===== src/rtl/imem_arbiter.sv =====
// imem_arbiter: shares the single-port synchronous instruction memory between
// the core fetch port and the program loader port. The loader has priority,
// but its streak of grants is bounded while a fetch is waiting, so fetch is
// never starved. Fetched instructions come back one cycle after acceptance.
//
// Optional feature macro: IMEM_READBACK_EN
//   Defined   : every load is followed by a read-back of the written word and
//               a compare; a mismatch sets the sticky err_o.
//   Undefined : no read-back, err_o is tied low, one load per cycle.
module imem_arbiter #(
  parameter int addr_width_p   = 10,
  parameter int starve_limit_p = 4,
  parameter int instr_width_p  = 32
) (
  input  logic                     clk,
  input  logic                     reset_n,
  input  logic                     fetch_v_i,
  input  logic [addr_width_p-1:0]  fetch_addr_i,
  output logic                     fetch_ready_o,
  output logic                     fetch_v_o,
  output logic [instr_width_p-1:0] fetch_instr_o,
  input  logic                     load_v_i,
  input  logic [addr_width_p-1:0]  load_addr_i,
  input  logic [instr_width_p-1:0] load_instr_i,
  output logic                     load_ready_o,
  input  logic                     load_clear_i,
  output logic [addr_width_p:0]    load_count_o,
  output logic [addr_width_p-1:0]  mem_addr_o,
  output logic [instr_width_p-1:0] mem_instr_o,
  output logic                     mem_wen_o,
  input  logic [instr_width_p-1:0] mem_instr_i,
  output logic                     err_o
);

  localparam int StreakW = $clog2(starve_limit_p + 1);
  localparam logic [StreakW-1:0] StreakMax = StreakW'(starve_limit_p);
  // Saturation value 2**addr_width_p: one word per memory location.
  localparam logic [addr_width_p:0] CountMax = {1'b1, {addr_width_p{1'b0}}};

`ifdef IMEM_READBACK_EN
  typedef enum logic [1:0] {ARB = 2'd0, RB_RD = 2'd1, RB_CMP = 2'd2} state_e;
`else
  typedef enum logic [0:0] {ARB = 1'b0} state_e;
`endif

  state_e                r_state;
  state_e                w_state_nxt;
  logic [StreakW-1:0]    r_streak;
  logic [addr_width_p:0] r_count;
  logic                  r_fetch_v;
  logic                  w_arb;
  logic                  w_load_grant;
  logic                  w_fetch_grant;

  // Arbitration slots: RB_CMP is a normal slot, only RB_RD owns the memory.
`ifdef IMEM_READBACK_EN
  assign w_arb = (r_state == ARB) || (r_state == RB_CMP);
`else
  assign w_arb = (r_state == ARB);
`endif

  // Combinational grants: loader first unless its streak hit the limit while fetch waits.
  always_comb begin
    w_load_grant  = 1'b0;
    w_fetch_grant = 1'b0;
    if (w_arb) begin
      w_load_grant  = load_v_i && (!fetch_v_i || (r_streak < StreakMax));
      w_fetch_grant = fetch_v_i && !w_load_grant;
    end
  end

  assign fetch_ready_o = w_fetch_grant;
  assign load_ready_o  = w_load_grant;
  assign mem_wen_o     = w_load_grant;
  assign mem_instr_o   = load_instr_i;
  assign fetch_v_o     = r_fetch_v;
  assign fetch_instr_o = mem_instr_i;
  assign load_count_o  = r_count;

  // Next-state logic: each accepted load is followed by a read and a compare.
  always_comb begin
    w_state_nxt = r_state;
`ifdef IMEM_READBACK_EN
    case (r_state)
      ARB, RB_CMP: w_state_nxt = w_load_grant ? RB_RD : ARB;
      RB_RD:       w_state_nxt = RB_CMP;
      default:     w_state_nxt = ARB;
    endcase
`else
    w_state_nxt = ARB;
`endif
  end

  // State register.
  always_ff @(posedge clk or negedge reset_n) begin
    if (!reset_n) r_state <= ARB;
    else          r_state <= w_state_nxt;
  end

  // Loader streak: counts loads granted over a waiting fetch; any fetch grant or idle fetch clears it.
  always_ff @(posedge clk or negedge reset_n) begin
    if (!reset_n) begin
      r_streak <= '0;
    end else if (w_arb) begin
      if (!fetch_v_i || w_fetch_grant)
        r_streak <= '0;
      else if (w_load_grant && (r_streak != StreakMax))
        r_streak <= r_streak + 1'b1;
    end
  end

  // Saturating count of written words; clear beats a simultaneous grant.
  always_ff @(posedge clk or negedge reset_n) begin
    if (!reset_n)
      r_count <= '0;
    else if (load_clear_i)
      r_count <= '0;
    else if (w_load_grant && (r_count != CountMax))
      r_count <= r_count + 1'b1;
  end

  // Read data is valid one cycle after a fetch grant; reset drops any outstanding fetch.
  always_ff @(posedge clk or negedge reset_n) begin
    if (!reset_n) r_fetch_v <= 1'b0;
    else          r_fetch_v <= w_fetch_grant;
  end

`ifdef IMEM_READBACK_EN
  logic [addr_width_p-1:0]  r_rb_addr;
  logic [instr_width_p-1:0] r_rb_data;
  logic                     r_err;

  // Remember what was just written so the read-back can be checked against it.
  always_ff @(posedge clk) begin
    if (w_load_grant) begin
      r_rb_addr <= load_addr_i;
      r_rb_data <= load_instr_i;
    end
  end

  // Sticky error on any read-back mismatch.
  always_ff @(posedge clk or negedge reset_n) begin
    if (!reset_n)
      r_err <= 1'b0;
    else if ((r_state == RB_CMP) && (mem_instr_i != r_rb_data))
      r_err <= 1'b1;
  end

  assign err_o = r_err;

  // Memory address: load wins, then the read-back read, else fetch (harmless when idle).
  always_comb begin
    mem_addr_o = fetch_addr_i;
    if (w_load_grant)
      mem_addr_o = load_addr_i;
    else if (r_state == RB_RD)
      mem_addr_o = r_rb_addr;
  end
`else
  assign err_o = 1'b0;

  // Memory address: load wins, else fetch (harmless when idle).
  always_comb begin
    mem_addr_o = fetch_addr_i;
    if (w_load_grant)
      mem_addr_o = load_addr_i;
  end
`endif

endmodule


===== config.mk =====
export PLATFORM = sky130hd
export DESIGN_NAME = imem_arbiter
export DESIGN_NICKNAME = d
export VERILOG_FILES = /design/src/rtl/imem_arbiter.sv
export SDC_FILE = /design/constraint.sdc
export NUM_CORES = 1
export LEC_CHECK = 0
export CAP_MARGIN = 20
export CELL_PAD_IN_SITES_DETAIL_PLACEMENT = 2
export CELL_PAD_IN_SITES_GLOBAL_PLACEMENT = 2
export CORE_ASPECT_RATIO = 2
export CORE_UTILIZATION = 12
export CTS_CLUSTER_DIAMETER = 80
export DETAILED_ROUTE_END_ITERATION = 10
export HOLD_SLACK_MARGIN = 0.1
export PLACE_DENSITY_LB_ADDON = 0.1
export SLEW_MARGIN = 30
export SYNTH_ARGS = -nofsm -noshare
export SYNTH_HDL_FRONTEND = slang
export SYNTH_SLANG_ARGS = --single-unit
export TNS_END_PERCENT = 1

===== constraint.sdc =====
create_clock -name clk -period 2.75 [get_ports clk]
set_input_delay 0.55 -clock clk [delete_from_list [all_inputs] [get_ports clk]]
set_output_delay 0.55 -clock clk [all_outputs]
set_load 0.02 [all_outputs]

==> impl_metrics.csv <==
group,metric,value,unit
outcome,status,"finished, final reports clean",
yosys,syn_area,1430,um^2
routing,vias,1116,
critical_path,arrival,2.11,ns
sta,slew_viol_final,0,
yosys,yosys.area.top_type_share,34.7,%
layout,fin_util,14.6,%
global_route,grt_usage,7.90,%
yosys,yosysTopAreaCell,"buf_4",
clock_tree,cts_max_level,1,
critical_path,critPathKind,"input port to output pin",
routing,wl_per_cell,15.2,um
pwr,p_sw_share,26.8,%
layout,fin_area,1700,um^2
sta,slew_headroom,45.9,%
layout,nets,259,
layout,fillers,1384,
global_route,grt_pass1_vias,1339,
critical_path,rrSetupSlack,1.05,ns
run,cap_viol_max_count,0,
sta,hold_viol,0,
layout,antenna_cells,0,
placement,place_inst,306,
yosys,syn_inst,178,
global_route,grt_overflow,0,
routing,remaining_drc_errors,0,
critical_path,r2r_start,"load_count_o[5]",
critical_path,rr_worst_depth,4,
pwr,intPower,0.493,mW
yosys,synth-seq-cells,15,
sta,setup_viol,0,
clock_tree,clk_latency,0.25,ns
floorplan,dieWidth,79.1,um
routing,viasPerCell,3.60,
worst_hold_path,whs_path_depth,2,
pwr,ir_worst_vdd,0.185,mV
global_route,grt_first_pass_wirelength,7200,um
sta,worst_pin_slew,0.809,ns
sta,timing.fmax,376,MHz
yosys,ys_types,29,
global_route,antenna_found_initial,0,
critical_path,cp_max_fo,12,
critical_path,r2r_end,"load_count_o[2]",
placement,placed_area,1620,um^2
critical_path,startpoint_type,"input port",
layout,fin_cells,310,
pwr,power,0.674,mW
yosys,syn_avg_cell_area,8.02,um^2
pwr,seqPwrFrac,34.4,%
yosys,seq_area_frac_synth,26.3,%
pwr,power.switching,0.181,mW
sta,fin_crit_sh,96.7,%
yosys,yosysWarnings,0,
clock_tree,tritoncts,"built",
floorplan,die_area,12400,um^2
yosys,synth.area.top_cells,"buf_4, dfrtp_1, nand2_1",
pwr,power.leakage,0.703,nW
floorplan,start_util,12.3,%
sta,skew,0.00247,ns
floorplan,core,11600,um^2
sta,rsz0062_at_grt,"false",
clock_tree,cts_buffer_depth,2,
layout,syn_to_final_growth,18.9,%
worst_hold_path,min_to,"r_streak[0]",
critical_path,critPathLaunch,"load_v_i",
clock_tree,post_cts_buffers,0,
floorplan,rows,56,
sta,post-route-min-period,2.66,ns
placement,hpwl,3750,um
sta,hold_ws,0.585,ns
clock_tree,clock_sinks,15,
floorplan,io-pin-count,179,
global_route,grt_max_degree,20,
pwr,p_per_area,397,nW/um^2
worst_hold_path,hp-start,"r_streak[0]",
clock_tree,clk_pin_slew,0.05,ns
placement,portBuffers,49,
routing,drt_iter0_drc,18,
critical_path,cp.required,2.20,ns
layout,drive_gt1_share,7.88,%
clock_tree,clockRootBuffer,"clkbuf_16",
critical_path,worst_path_most_repeated_cell,"clkdlybuf4s50_1",
critical_path,slowest_delay,0.60,ns
critical_path,crit_chain,"clkdlybuf4s50_1, a21bo_2, inv_1, buf_12, clkdlybuf4s50_1",
critical_path,crit_slowest_cell,"clkdlybuf4s50_1",
routing,ant_nets,0,
placement,gp_congestion,0.647,
routing,routed_wl,4720,um
pwr,combPwrFrac,21.5,%
clock_tree,numCtsBuffers,3,
pwr,clkPwrFrac,44.1,%
worst_hold_path,min_path_type,"flop to flop",
critical_path,worst_setup_path_end_kind,"output pin",
floorplan,die_y,156,um
yosys,syn_nets,271,
routing,firstDrtPassIters,2,
cell usage in the layout, fill, tap and decap left out:
cell             instances
dfrtp_1                 15
o31ai_1                  2
buf_4                    2
nor4_1                   2
a41oi_2                  1
nor3_2                   1
xor2_1                   1
o21ai_0                  1
dlymetal6s2s_1           1
mux2_1                   2
ha_1                     4
nor2b_1                  2
and4_1                   3
nor2_1                   9
buf_12                   1
nor4_2                   2
nand2_1                 34
nand3b_1                 2
xnor2_1                  3
or3_1                    2
nand3_1                  5
a21bo_2                  1
a21oi_1                  4
mux2i_1                  1
buf_6                    1
clkdlybuf4s50_1         39
clkinv_2                 1
clkbuf_16                3
dlygate4sd2_1            9
a21o_1                   1
inv_1                    8
a21boi_0                 1
conb_1                   1
flip-flops by register name, indices dropped and copies added (netlist names):
register and count:
fetch_v_o 1, load_count_o 11, r_streak 3
area by class of cell:
cell class / instances / area (um^2) / area share (%)
clock inverters: 1 / 5.00 / 0.295
well taps: 145 / 181 / 10.7
multi-input cells: 85 / 503 / 29.6
repair buffers: 53 / 528 / 31.1
flip-flops and latches: 15 / 375 / 22.1
clock buffers: 3 / 75.1 / 4.42
inverters: 8 / 30.0 / 1.77
power by group through the flow:
stage | Clock, mW | Combinational [mW] | Sequential (mW)
detailed placement | 0 | 0.155 | 0.236
floorplan | 0 | 0.194 | 0.239
global route | 0.319 | 0.159 | 0.233
CTS | 0.313 | 0.150 | 0.232
global placement | 0 | 0.154 | 0.235
finish | 0.297 | 0.145 | 0.232
worst max-delay path: cells and delay by family:
family / cells / cell delay, ns
AOI/OAI and AO/OA: 1 / 0.24
buffers and inverters: 4 / 1.31
metal layers:
metal | global-route usage [%] | share of wire [%]
met1 | 6.58 | 33
met4 | 5.19 | 4.2
met5 | 0 | 0
met3 | 4.66 | 15
met2 | 13.8 | 49
cell families after synthesis:
group	after synthesis	synth area share, %
AO/OA/AOI/OAI	11	5.70
multiplexers	3	2.28
other	1	0.263
AND/OR/NAND/NOR	62	21.0
flip-flops	15	26.3
buffers and inverters	78	38.5
XOR/XNOR	4	2.45
adder cells (fa/ha/maj)	4	3.51
what timing repair did:
| item | in CTS | in global routing |
|---|---|---|
| resized for setup | 10 | 1 |
| hold buffers | 0 | 0 |
| endpoints found under the setup margin | 10 | 1 |
synth_stat cells (all sizes together):
cell    instances
nor4            4
a41oi           1
a21oi           4
dfrtp          15
a21boi          1
a21o            1
nor2            9
o21ai           1
clkbuf          2
nand3b          2
xor2            1
or3             2
nand3           5
conb            1
and4            3
xnor2           3
buf            68
mux2            2
ha              4
o31ai           2
a21bo           1
nor2b           2
nor3            1
nand2          34
mux2i           1
inv             8
stage by stage:
stage          worst slack [ns]  TNS [ns]
2_1_floorplan             0.778         0
3_5_place_dp            -0.0715    -0.483
3_3_place_gp            -0.0656    -0.240
6_report                 0.0916         0
4_1_cts                 -0.0451   -0.0451
5_1_grt                 0.00570         0
how the worst max path moves through the flow:
stage	to	slack (ns)
3_3_place_gp	mem_addr_o[7]	-0.07
5_1_grt	mem_wen_o	0.006
6_report	load_ready_o	0.09
3_5_place_dp	mem_addr_o[7]	-0.07
4_1_cts	mem_addr_o[0]	-0.05
2_1_floorplan	mem_addr_o[0]	0.78
Power figures use the tool's default switching activity.
